**src/rtl/bythoven_pkg.sv**
```systemverilog
// Shared SRAM geometry/timing constants and the read-arbiter state encoding.
package bythoven_pkg;

    localparam int unsigned SRAM_ADDR_W    = 18;
    localparam int unsigned SRAM_DATA_W    = 16;
    localparam int unsigned SRAM_READ_WAIT = 2;

    typedef enum logic [1:0] {
        IDLE,
        WAIT,
        DONE
    } arb_state_e;

endpackage

```
**src/rtl/sram_read_arbiter_if.sv**
```systemverilog
// Requester-side bus of the SRAM read arbiter: level requests, per-port addresses,
// one-hot grant/valid pulses and the shared read word.
interface sram_read_arbiter_if #(
    parameter int unsigned NUM_REQ = 2,
    parameter int unsigned ADDR_W  = 18,
    parameter int unsigned DATA_W  = 16
);
    logic [NUM_REQ-1:0]        req;
    logic [NUM_REQ*ADDR_W-1:0] addr;
    logic [NUM_REQ-1:0]        gnt;
    logic [NUM_REQ-1:0]        rvalid;
    logic [DATA_W-1:0]         rdata;
    logic                      busy;

    modport master (
        output req, addr,
        input  gnt, rvalid, rdata, busy
    );

    modport slave (
        input  req, addr,
        output gnt, rvalid, rdata, busy
    );
endinterface

```
**src/rtl/rr_pick.sv**
```systemverilog
// Combinational winner select: round-robin after ptr_i by default, lowest index wins
// when SRAM_ARB_FIXED_PRIO_EN is defined (the pointer port then disappears).
module rr_pick #(
    parameter int unsigned NUM_REQ = 2,
    parameter int unsigned IDX_W   = 1
) (
    input  logic [NUM_REQ-1:0] req_i,
`ifndef SRAM_ARB_FIXED_PRIO_EN
    input  logic [IDX_W-1:0]   ptr_i,
`endif
    output logic [NUM_REQ-1:0] oh_o,
    output logic [IDX_W-1:0]   idx_o,
    output logic               any_o
);

    always_comb begin
        int unsigned cand;
        cand  = 0;
        oh_o  = '0;
        idx_o = '0;
        any_o = 1'b0;
`ifdef SRAM_ARB_FIXED_PRIO_EN
        for (int unsigned k = 0; k < NUM_REQ; k++) begin
            cand = k;
            if (!any_o && req_i[cand]) begin
                any_o = 1'b1;
                idx_o = IDX_W'(cand);
            end
        end
`else
        // Search starts one past the last winner and wraps around.
        for (int unsigned k = 1; k <= NUM_REQ; k++) begin
            cand = (32'(ptr_i) + k) % NUM_REQ;
            if (!any_o && req_i[cand]) begin
                any_o = 1'b1;
                idx_o = IDX_W'(cand);
            end
        end
`endif
        oh_o[idx_o] = any_o;
    end

endmodule

```
**src/rtl/sram_read_arbiter.sv**
```systemverilog
// Sole owner of the async SRAM pins: arbitrates NUM_REQ readers, holds SRAM_A for
// READ_WAIT cycles, captures SRAM_D. Define SRAM_ARB_FIXED_PRIO_EN for fixed priority.
module sram_read_arbiter
    import bythoven_pkg::*;
#(
    parameter int unsigned NUM_REQ   = 2,
    parameter int unsigned ADDR_W    = SRAM_ADDR_W,
    parameter int unsigned DATA_W    = SRAM_DATA_W,
    parameter int unsigned READ_WAIT = SRAM_READ_WAIT
) (
    input  logic                CLK,
    input  logic                RST_N,
    sram_read_arbiter_if.slave  bus,
    output logic [ADDR_W-1:0]   SRAM_A,
    input  logic [DATA_W-1:0]   SRAM_D,
    output logic                SRAM_WE,
    output logic                SRAM_CE,
    output logic                SRAM_OE,
    output logic                SRAM_LB,
    output logic                SRAM_UB
);

    localparam int unsigned IDX_W = (NUM_REQ > 1) ? $clog2(NUM_REQ) : 1;
    localparam int unsigned CNT_W = $clog2(READ_WAIT + 1);

    arb_state_e          state_q;
    logic [CNT_W-1:0]    wcnt_q;
    logic [NUM_REQ-1:0]  win_oh_q;
    logic [NUM_REQ-1:0]  gnt_q;
    logic [NUM_REQ-1:0]  rvalid_q;
    logic [DATA_W-1:0]   rdata_q;
    logic                busy_q;
    logic [ADDR_W-1:0]   sram_a_q;

    logic [NUM_REQ-1:0]  pick_oh_d;
    logic [IDX_W-1:0]    pick_idx_d;
    logic                pick_any_d;

`ifndef SRAM_ARB_FIXED_PRIO_EN
    logic [IDX_W-1:0]    ptr_q;
`endif

    rr_pick #(
        .NUM_REQ (NUM_REQ),
        .IDX_W   (IDX_W)
    ) u_pick (
        .req_i (bus.req),
`ifndef SRAM_ARB_FIXED_PRIO_EN
        .ptr_i (ptr_q),
`endif
        .oh_o  (pick_oh_d),
        .idx_o (pick_idx_d),
        .any_o (pick_any_d)
    );

    always_ff @(posedge CLK) begin
        if (!RST_N) begin
            state_q  <= IDLE;
            wcnt_q   <= '0;
            win_oh_q <= '0;
            gnt_q    <= '0;
            rvalid_q <= '0;
            rdata_q  <= '0;
            busy_q   <= 1'b0;
            sram_a_q <= '0;
`ifndef SRAM_ARB_FIXED_PRIO_EN
            ptr_q    <= IDX_W'(NUM_REQ - 1);
`endif
        end else begin
            gnt_q    <= '0;
            rvalid_q <= '0;
            case (state_q)
                IDLE, DONE: begin
                    if (pick_any_d) begin
                        state_q  <= WAIT;
                        gnt_q    <= pick_oh_d;
                        win_oh_q <= pick_oh_d;
                        sram_a_q <= bus.addr[pick_idx_d*ADDR_W +: ADDR_W];
                        wcnt_q   <= CNT_W'(1);
                        busy_q   <= 1'b1;
`ifndef SRAM_ARB_FIXED_PRIO_EN
                        ptr_q    <= pick_idx_d;
`endif
                    end else begin
                        state_q <= IDLE;
                        busy_q  <= 1'b0;
                    end
                end
                WAIT: begin
                    // rvalid is registered here so it coincides with the DONE cycle.
                    if (wcnt_q == CNT_W'(READ_WAIT)) begin
                        state_q  <= DONE;
                        rdata_q  <= SRAM_D;
                        rvalid_q <= win_oh_q;
                        busy_q   <= 1'b0;
                    end else begin
                        wcnt_q <= wcnt_q + CNT_W'(1);
                    end
                end
                default: begin
                    state_q <= IDLE;
                    busy_q  <= 1'b0;
                end
            endcase
        end
    end

    assign bus.gnt    = gnt_q;
    assign bus.rvalid = rvalid_q;
    assign bus.rdata  = rdata_q;
    assign bus.busy   = busy_q;
    assign SRAM_A     = sram_a_q;

    assign SRAM_WE = 1'b1;
    assign SRAM_CE = 1'b0;
    assign SRAM_OE = 1'b0;
    assign SRAM_LB = 1'b0;
    assign SRAM_UB = 1'b0;

endmodule

```
**src/flat_wrapper.sv**
```systemverilog
// flat-port wrapper written by rule: the top's interface ports become plain ports
module sram_read_arbiter_flat import bythoven_pkg::*;
#(
    parameter int unsigned NUM_REQ   = 2,
    parameter int unsigned ADDR_W    = SRAM_ADDR_W,
    parameter int unsigned DATA_W    = SRAM_DATA_W,
    parameter int unsigned READ_WAIT = SRAM_READ_WAIT
)
  (CLK, RST_N, SRAM_A, SRAM_D, SRAM_WE, SRAM_CE, SRAM_OE, SRAM_LB, SRAM_UB, bus_req, bus_addr, bus_gnt, bus_rvalid, bus_rdata, bus_busy);
  sram_read_arbiter_if #(.NUM_REQ(NUM_REQ), .ADDR_W(ADDR_W), .DATA_W(DATA_W)) bus_i ();
  input  logic CLK;
  input  logic RST_N;
  output logic [ADDR_W-1:0] SRAM_A;
  input  logic [DATA_W-1:0] SRAM_D;
  output logic SRAM_WE;
  output logic SRAM_CE;
  output logic SRAM_OE;
  output logic SRAM_LB;
  output logic SRAM_UB;
  input wire logic [$bits(bus_i.req)-1:0] bus_req;
  input wire logic [$bits(bus_i.addr)-1:0] bus_addr;
  output wire logic [$bits(bus_i.gnt)-1:0] bus_gnt;
  output wire logic [$bits(bus_i.rvalid)-1:0] bus_rvalid;
  output wire logic [$bits(bus_i.rdata)-1:0] bus_rdata;
  output wire logic [$bits(bus_i.busy)-1:0] bus_busy;
  assign bus_i.req = bus_req;
  assign bus_i.addr = bus_addr;
  assign bus_gnt = bus_i.gnt;
  assign bus_rvalid = bus_i.rvalid;
  assign bus_rdata = bus_i.rdata;
  assign bus_busy = bus_i.busy;
  sram_read_arbiter #(.NUM_REQ(NUM_REQ), .ADDR_W(ADDR_W), .DATA_W(DATA_W), .READ_WAIT(READ_WAIT)) u_core (.CLK(CLK), .RST_N(RST_N), .bus(bus_i), .SRAM_A(SRAM_A), .SRAM_D(SRAM_D), .SRAM_WE(SRAM_WE), .SRAM_CE(SRAM_CE), .SRAM_OE(SRAM_OE), .SRAM_LB(SRAM_LB), .SRAM_UB(SRAM_UB));
endmodule
```
**config.mk**
```make
export PLATFORM = sky130hd
export DESIGN_NAME = sram_read_arbiter_flat
export DESIGN_NICKNAME = d
export VERILOG_FILES = /design/src/rtl/bythoven_pkg.sv /design/src/rtl/sram_read_arbiter_if.sv /design/src/rtl/rr_pick.sv /design/src/rtl/sram_read_arbiter.sv /design/src/flat_wrapper.sv
export SDC_FILE = /design/constraint.sdc
export NUM_CORES = 1
export LEC_CHECK = 0
export CAP_MARGIN = 10
export CORE_UTILIZATION = 46
export CTS_CLUSTER_SIZE = 12
export DETAILED_ROUTE_END_ITERATION = 6
export DONT_BUFFER_PORTS = 1
export GPL_ROUTABILITY_DRIVEN = 0
export PLACE_DENSITY_LB_ADDON = 0.08
export REMOVE_ABC_BUFFERS = 1
export SLEW_MARGIN = 15
export SYNTH_ARGS = -nofsm -noshare
export SYNTH_HDL_FRONTEND = slang
export SYNTH_SLANG_ARGS = --single-unit
```
**constraint.sdc**
```tcl
create_clock -name CLK -period 1.5 [get_ports CLK]
set_input_delay 0.3 -clock CLK [delete_from_list [all_inputs] [get_ports CLK]]
set_output_delay 0.3 -clock CLK [all_outputs]
set_load 0.05 [all_outputs]
```
==> results_dict.tcl, run 1 <==
set metrics [dict create \
    netlist_top_cells_area "dfxtp_1, nand2_1, a31oi_2" \
    most_used_cells_in_the_layout_excluding_fill_and_tap_cells "nand2_1, dfxtp_1, o21ai_0" \
    cp.required_ps 1690 \
    clock_tree.htree_level_count 2 \
    grt_pass1_vias 1354 \
    status "completed" \
    drv_cap 0 \
    cts_tree "built" \
    synth_top_area_share 0.455 \
    leftover_overflow_at_the_end_of_global_routing 0 \
    ios 100 \
    drive_gt1_frac 0.257 \
    fin_worst_skew_ps 5.88 \
    timing.setup.tns_ps 0 \
    timing.final.ws_setup_ps 114 \
    port_buffers 0 \
    core.rowCount 23 \
    drt_wl_total_um 3680 \
    synth_top_family_by_area "compound AO/OA/AOI/OAI gates" \
    grt_pass1_wl_um 5580 \
    routed_wire_length_per_instance_um 13.7 \
    proportion_of_synthesized_chip_area_in_sequential_cells 0.455 \
    cts_post_setup_buffers_inserted 0 \
    initial_core_util 0.488 \
    syn-cell-area_um2 1980 \
    crit_end "u_core.wcnt_q[1]" \
    design_power_total_w 0.00261 \
    diodes 0 \
    critical_path.reg2reg.endpoint "u_core.wcnt_q[1]" \
    power_per_cell_area_nw_per_um2 1240 \
    clk_transition_reported_paths_ps 80 \
    routed-wl-met2_um 1780 \
    ys_types 30 \
    reg2reg_slack_ps 110 \
    grt_max_degree 46 \
    fin_crit_sh 0.924 \
    finalMaxSlewViolations 0 \
    synth_compound_area_frac 0.252 \
    arrival_ps 1580 \
    hold_path_class "in2reg" \
    critPathKind "reg2reg" \
    topRoutingLayerUsed "met4" \
    synth_adder_area_share 0.00632 \
    simple_gate_share_of_the_synthesized_area 0.194 \
    core_um2 4060 \
    grt_antenna_before_repair 0 \
    setup_slack_after_placement_ps -90.1 \
    chipWidth_um 67.6 \
    fmaxAchievable_mhz 722 \
    cts.path.max_buffers 2 \
    area_growth_synth_to_finish_pct 6.13 \
    drtAntennaViolNets 0 \
    number_of_nets_in_the_layout 275 \
    worst_r2r_path_depth 6 \
    drt_pass1_iterations 4 \
    synth_xor_area_frac 0 \
    fin_crit_period_ps 1390 \
    crit_path_start_kind "flip-flop" \
    drt_iter0_drc 42 \
    routed_via_density 5.43 \
    post_synth_mux_area_share 0 \
    die_area_um2 4570 \
    cts-root-buf "clkbuf_8" \
    ys_seq_elements 45 \
    detailedPlacementHpwl_um 2540 \
    synthesis.instances 215 \
    die_y_um 67.6 \
    total_leakage_power_nw 0.811 \
    synthesis.yosys.warnings 0 \
    routed_metal_1_wire_length_um 1430 \
    number_of_flops_mapped_to_enable_cells_by_yosys 0 \
    met3WireLength_um 453 \
    syn-mean-instance-area_um2 9.21 \
    synth_top_flop_cell "dfxtp_1" \
    async_reset_ff_frac 0 \
    via_count 1454 \
    report.final.hold_viol_count 0 \
    crit_path_end_kind "flip-flop" \
    cell_taking_the_most_area_after_synthesis "dfxtp_1" \
    cts_num_sinks 45 \
    critPathMaxFanout 3 \
    timing.slew.headroom 0.655 \
    max_slew.worst_pin.slew_ps 516 \
    unrepaired_setup_endpoints_after_global_routing "false" \
    numCtsBuffers 5 \
    fill_cells 372 \
    insertion_delay_of_the_later_clocked_pin_in_the_worst_skew_pair_ps 290 \
    cts_hold_buffers 0 \
    number_of_remaining_drc_errors 0 \
    worst_min_path_start "RST_N" \
    timing.final.setup_violations 0 \
    grt.total_usage 0.165 \
    reg2reg_from "u_core.wcnt_q[0]" \
    layout_commonest_cell "nand2_1" \
    max-vdd-ir-drop_v 0.000611 \
    timing.critical_path.from "u_core.wcnt_q[0]" \
]
==> kinds of logic (layout without fill, tap and decap cells) <==
| family | Yosys count | in the layout |
|---|---|---|
| simple gates | 82 | 82 |
| compound gates | 62 | 62 |
| flops | 45 | 45 |
| buf+inv | 23 | 23 |
| other cells | 2 | 5 |
| fa+ha+maj | 1 | 1 |
==> cells in the mapped netlist (4+ instances only) <==
library cell  instances
nand2_1              54
dfxtp_1              45
o21ai_0              19
nand2_2              16
a21boi_0             11
a31oi_1               9
a31oi_2               9
a21boi_2              8
buf_4                 6
buf_2                 4
buf_6                 4
clkbuf_1              4
==> worst max-delay path, stage by stage, from the launching register on <==
cell	delay [ps]
dfxtp_1	330
inv_1	50
ha_1	200
buf_4	150
nor3b_4	190
nor2_1	90
a32o_1	260
==> timing repair <==
item / CTS / global route
endpoints found under the hold margin: 0 / 0
setup endpoints to repair: 18 / 1
resized for setup: 1 / 2
==> per-layer routing <==
metal,GRT usage,up-vias
li1,-,716
met4,0.0745,0
met5,0,-
met1,0.167,653
met2,0.288,83
met3,0.0726,2
==> layout make-up <==
cell class / count / area [um2] / area share
flip-flops and latches: 45 / 901 / 0.429
multi-input cells: 150 / 931 / 0.443
repair buffers: 13 / 110 / 0.0524
inverters: 3 / 11.3 / 0.00536
clock buffers: 7 / 86.3 / 0.0411
well taps: 50 / 62.6 / 0.0298
==> where the power goes <==
group / switching (W) / internal, W / leakage, nW / total, W
logic: 0.000268 / 0.000148 / 0.398 / 0.000416
registers: 0.000180 / 0.00127 / 0.369 / 0.00145
clock network: 0.000377 / 0.000366 / 0.0443 / 0.000742
==> state kept, by name, summed over array words and instances, names as in the netlist, 2 cells and up <==
name               flops
u_core.SRAM_A         18
u_core.wcnt_q          2
u_core.bus.rdata      16
u_core.win_oh_q        2
u_core.bus.rvalid      2
u_core.bus.gnt         2
==> per-stage QoR <==
step / util / hold slack [ps] / area, um2 / std cells
floorplan: - / 391 / 1830 / 198
global placement: 0.493 / 398 / 2000 / 261
detailed placement: 0.493 / 412 / 2000 / 261
CTS: 0.514 / 92.2 / 2090 / 268
global route: 0.518 / 112 / 2100 / 268
finish: 0.518 / 108 / 2100 / 268
==> worst min path at each step <==
stage                            to  slack [ps]  cells past startpoint
2_1_floorplan          u_core.ptr_q         390                      1
3_3_place_gp           u_core.ptr_q         400                      1
3_5_place_dp           u_core.ptr_q         410                      1
4_1_cts                u_core.ptr_q          90                      1
5_1_grt        u_core.bus.rdata[10]         110                      2
6_report               u_core.ptr_q         110                      1
Power figures use the tool's default switching activity.
==> inputs of run 2 (changes only) <==
==> constraint.sdc (replaced) <==
create_clock -name CLK -period 1.7 [get_ports CLK]
set_input_delay 0.34 -clock CLK [delete_from_list [all_inputs] [get_ports CLK]]
set_output_delay 0.34 -clock CLK [all_outputs]
set_load 0.05 [all_outputs]
==> results_dict.tcl, run 2 (synthesis gave the netlist of run 1 again) <==
set metrics [dict create \
    fin_worst_skew_ps 4.52 \
    drv_cap 0 \
    critPathMaxFanout 19 \
    core.rowCount 23 \
    clock_tree.htree_level_count 2 \
    most_used_cells_in_the_layout_excluding_fill_and_tap_cells "nand2_1, dfxtp_1, o21ai_0" \
    cts_num_sinks 45 \
    grt_max_degree 46 \
    detailedPlacementHpwl_um 2510 \
    clk_transition_reported_paths_ps 80 \
    reg2reg_from "u_core.wcnt_q[0]" \
    combinationalPowerShare 0.113 \
    die_y_um 67.6 \
    cp.required_ps 1920 \
    largest_reg_flops 18 \
    seq_power_share 0.603 \
    area_growth_synth_to_finish_pct 1.96 \
    status "completed" \
    leftover_overflow_at_the_end_of_global_routing 0 \
    p_clk_frac 0.284 \
    holdWs_ps 147 \
    grt.total_usage 0.163 \
    ios 100 \
    die_area_um2 4570 \
    fmaxAchievable_mhz 712 \
    report.final.hold_viol_count 0 \
    drt_wl_total_um 3620 \
    timing.setup.tns_ps 0 \
    power_switching_share 0.330 \
    power_report.internal_total_w 0.00151 \
    switching_power_w 0.000743 \
    port_buffers 0 \
    initial_core_util 0.488 \
    power_per_cell_area_nw_per_um2 1110 \
    grt_pass1_vias 1291 \
    number_of_nets_in_the_layout 266 \
    arrival_ps 1630 \
    drive_gt1_frac 0.233 \
    unrepaired_setup_endpoints_after_global_routing "false" \
    timing.slew.headroom 0.649 \
    layout_commonest_cell "nand2_1" \
    max_slew.worst_pin.slew_ps 526 \
    final_core_util 0.498 \
    routed_wire_length_per_instance_um 13.9 \
    cts-root-buf "clkbuf_8" \
    drtAntennaViolNets 0 \
    timing.critical_path.from "u_core.wcnt_q[0]" \
    fin_crit_period_ps 1410 \
    grt_antenna_before_repair 0 \
    finalMaxSlewViolations 0 \
    drt_iter0_drc 52 \
    crit_path_start_kind "flip-flop" \
    via_count 1405 \
    hold_path_class "in2reg" \
    cts.path.max_buffers 2 \
    insertion_delay_of_the_later_clocked_pin_in_the_worst_skew_pair_ps 290 \
    core_um2 4060 \
    cts_hold_buffers 0 \
    fin_crit_sh 0.826 \
    numCtsBuffers 5 \
    worst_min_path_start "RST_N" \
    cts_tree "built" \
    drt_pass1_iterations 5 \
    total_leakage_power_nw 0.740 \
    diodes 0 \
    max-vdd-ir-drop_v 0.000472 \
    fill_cells 383 \
    routed_via_density 5.40 \
    number_of_remaining_drc_errors 0 \
    chipWidth_um 67.6 \
    critPathKind "reg2reg" \
    crit_path_end_kind "flip-flop" \
    timing.final.setup_violations 0 \
    grt_pass1_wl_um 5550 \
]
==> run 2: timing repair <==
item | 4_1_cts | 5_1_grt
endpoints found under the hold margin | 0 | 0
gates resized for setup | 0 | 1
buffers inserted | 0 | 0
setup endpoints to repair | 0 | 18
==> run 2: layer usage <==
metal	part of all wire	wire length (um)	vias up	GRT usage
met5	0	0	-	0
met4	0.0066	24	0	0.0638
met3	0.12	427	4	0.0659
met2	0.48	1730	82	0.297
met1	0.40	1440	623	0.164
li1	-	-	696	-
==> run 2: power by group through the flow <==
stage               Combinational [W]  Clock [W]  Sequential (W)
finish                       0.000255   0.000638         0.00136
global route                 0.000287   0.000706         0.00137
CTS                          0.000258   0.000665         0.00136
detailed placement           0.000259          0         0.00138
global placement             0.000246          0         0.00138
floorplan                    0.000196          0         0.00138
==> run 2: critical path: stages (launching register included) <==
cell and delay (ps):
dfxtp_1 310, inv_1 70, ha_1 220, and3b_2 460, nand2_1 110, a21boi_0 170
==> run 2: final timing paths <==
path                                             end  slack, ps  depth (start not counted)
worst max-delay path            u_core.bus.rdata[13]        290                          5
worst min-delay path                    u_core.ptr_q        150                          1
worst max register to register  u_core.bus.rdata[13]        290                          5
worst min register to register    u_core.win_oh_q[1]        470                          2
==> run 2: metrics by stage <==
step	total power, W	cells	worst slack [ps]	area [um2]
after global routing	0.00236	260	113	2020
after CTS	0.00228	260	35.3	2020
after floorplan	0.00157	198	88.4	1830
after detailed placement	0.00164	252	48.5	1930
after global placement	0.00163	252	179	1930
final	0.00225	260	295	2020
==> run 2: cell type report <==
cell class | count | area (um2) | share of cell area
repair buffers | 4 | 42.5 | 0.0211
clock buffers | 5 | 68.8 | 0.0341
well taps | 50 | 62.6 | 0.0310
inverters | 3 | 11.3 | 0.00558
clock inverters | 3 | 17.5 | 0.00867
flip-flops and latches | 45 | 901 | 0.446
multi-input cells | 150 | 916 | 0.454
==> inputs of run 3 (changes only) <==
--- a/config.mk
+++ b/config.mk
@@ -5,6 +5,7 @@
 export SDC_FILE = /design/constraint.sdc
 export NUM_CORES = 1
 export LEC_CHECK = 0
+export ABC_AREA = 1
 export CAP_MARGIN = 10
 export CORE_UTILIZATION = 46
 export CTS_CLUSTER_SIZE = 12
==> constraint.sdc (replaced) <==
create_clock -name CLK -period 1.3 [get_ports CLK]
set_input_delay 0.26 -clock CLK [delete_from_list [all_inputs] [get_ports CLK]]
set_output_delay 0.26 -clock CLK [all_outputs]
set_load 0.05 [all_outputs]
==> results_dict.tcl, run 3 <==
set metrics [dict create \
    grt_max_degree 40 \
    crit_path_start_kind "flip-flop" \
    timing.critical_path.from "u_core.bus.rdata[1]" \
    timing.final.ws_setup_ps 90.0 \
    synthesis.yosys.warnings 0 \
    grt_pass1_wl_um 6580 \
    leftover_overflow_at_the_end_of_global_routing 0 \
    unrepaired_setup_endpoints_after_global_routing "false" \
    fin_crit_period_ps 1210 \
    initial_core_util 0.488 \
    worst_r2r_path_depth 6 \
    design_area_um2 2230 \
    number_of_nets_in_the_layout 335 \
    hold_path_class "in2reg" \
    die_y_um 67.8 \
    most_used_cells_in_the_layout_excluding_fill_and_tap_cells "nand2_1, nor2_1, dfxtp_1" \
    ys_types 24 \
    synthesis.instances 265 \
    synth_adder_area_share 0.00627 \
    detailedPlacementHpwl_um 2820 \
    largest_reg_flops 18 \
    area_growth_synth_to_finish_pct 11.9 \
    routed_wire_length_per_instance_um 12.5 \
    syn-mean-instance-area_um2 7.53 \
    status "completed" \
    grt.total_usage 0.194 \
    clk_transition_reported_paths_ps 90 \
    timing.slew.headroom 0.653 \
    routed_via_density 5.12 \
    cts.path.max_buffers 2 \
    fmaxAchievable_mhz 826 \
    critical_path.reg2reg.endpoint "u_core.bus.rdata[8]" \
    setup_slack_after_placement_ps 17.5 \
    critPathKind "reg2out" \
    numCtsBuffers 5 \
    synth_top_flop_cell "dfxtp_1" \
    fin_worst_skew_ps 10.2 \
    ys_seq_elements 45 \
    synth_top_family_by_area "simple AND/OR/NAND/NOR gates" \
    reg2reg_from "u_core.wcnt_q[0]" \
    port_buffers 0 \
    critPathMaxFanout 2 \
    synth_top_area_share 0.452 \
    insertion_delay_of_the_later_clocked_pin_in_the_worst_skew_pair_ps 300 \
    worst-path-stages 0 \
    via_count 1685 \
    grt_pass1_vias 1496 \
    drive_gt1_frac 0.147 \
    chipWidth_um 67.8 \
    post_synth_mux_area_share 0 \
    fin_cells 329 \
    fin_crit_sh 0.931 \
    max_slew.worst_pin.slew_ps 520 \
    cts_tree "built" \
    drtAntennaViolNets 0 \
    report.final.hold_viol_count 0 \
    core_um2 4090 \
    max-vdd-ir-drop_v 0.000704 \
    timing.final.setup_violations 0 \
    crit_path_end_kind "primary output" \
    dp_cells 321 \
    netlist_top_cells_area "dfxtp_1, nand2_1, nor2_1" \
    number_of_remaining_drc_errors 0 \
    clock_tree.htree_level_count 2 \
    ios 100 \
    cts-root-buf "clkbuf_8" \
    crit_end "bus_rdata[1]" \
    design_power_total_w 0.00318 \
    grt_antenna_before_repair 0 \
    cts_num_sinks 45 \
    netlist_top_cells_count "nand2_1, dfxtp_1, nor2_1, nand3_1, a21oi_1" \
    power_per_cell_area_nw_per_um2 1430 \
    layout_commonest_cell "nand2_1" \
    proportion_of_synthesized_chip_area_in_sequential_cells 0.452 \
    placedInstanceArea_um2 2120 \
    drt_wl_total_um 4110 \
    cp.required_ps 1040 \
    cell_taking_the_most_area_after_synthesis "dfxtp_1" \
    finalMaxSlewViolations 0 \
    drt_iter0_drc 78 \
    async_reset_ff_frac 0 \
    synthMostInstantiatedCell "nand2_1" \
    drv_cap 0 \
    arrival_ps 950 \
    total_leakage_power_nw 0.938 \
    synth_compound_area_frac 0.169 \
    drt_pass1_iterations 4 \
    syn-cell-area_um2 1990 \
    simple_gate_share_of_the_synthesized_area 0.265 \
    number_of_flops_mapped_to_enable_cells_by_yosys 0 \
    synth_xor_area_frac 0 \
    reg2reg_slack_ps 100 \
    core.rowCount 23 \
    die_area_um2 4600 \
    diodes 0 \
]
run 3: layout make-up:
class | count | area (um2)
fill | 419 | 1860
multi-input combinational | 192 | 911
sequential | 45 | 902
timing repair buffer | 26 | 233
clock buffer | 6 | 72.6
tap | 50 | 62.6
inverter | 8 | 35.0
clock inverter | 2 | 15.0
run 3: worst min-delay path by stage:
stage | startpoint | endpoint | slack [ps] | cells after the start
floorplan | RST_N | u_core.ptr_q | 340 | 1
global placement | RST_N | u_core.ptr_q | 360 | 1
detailed placement | RST_N | u_core.ptr_q | 360 | 1
CTS | RST_N | u_core.ptr_q | 40 | 1
global route | RST_N | u_core.ptr_q | 30 | 1
finish | RST_N | u_core.ptr_q | 50 | 1
run 3: per-stage QoR:
stage / hold slack, ps / TNS (ps) / util
after floorplan: 345 / -12230 / -
after global placement: 356 / 0 / 0.519
after detailed placement: 359 / 0 / 0.519
after CTS: 41.8 / 0 / 0.541
after global routing: 34.8 / 0 / 0.546
final: 53.0 / 0 / 0.546
run 3: logic make-up after synthesis:
family,Yosys count
DFF,45
AOI/OAI and AO/OA,58
adders and majority gates,1
and+or+nand+nor,128
other,2
buffers and inverters,31
run 3: per-layer routing:
layer,vias to the layer above,global-route usage,part of all wire
met5,-,0,0
met4,0,0.104,0.020
met3,8,0.0650,0.071
met2,57,0.308,0.47
met1,739,0.230,0.44
li1,881,-,-
run 3: what timing repair did:
| item | CTS | global route |
|---|---|---|
| setup endpoints to repair | 0 | 19 |
| buffers inserted | 0 | 0 |
| hold buffers | 0 | 0 |
| resized for setup | 0 | 8 |
run 3: power breakdown:
group | internal (W) | switching (W)
combinational | 0.000238 | 0.000513
clock | 0.000379 | 0.000465
sequential | 0.00148 | 0.000109
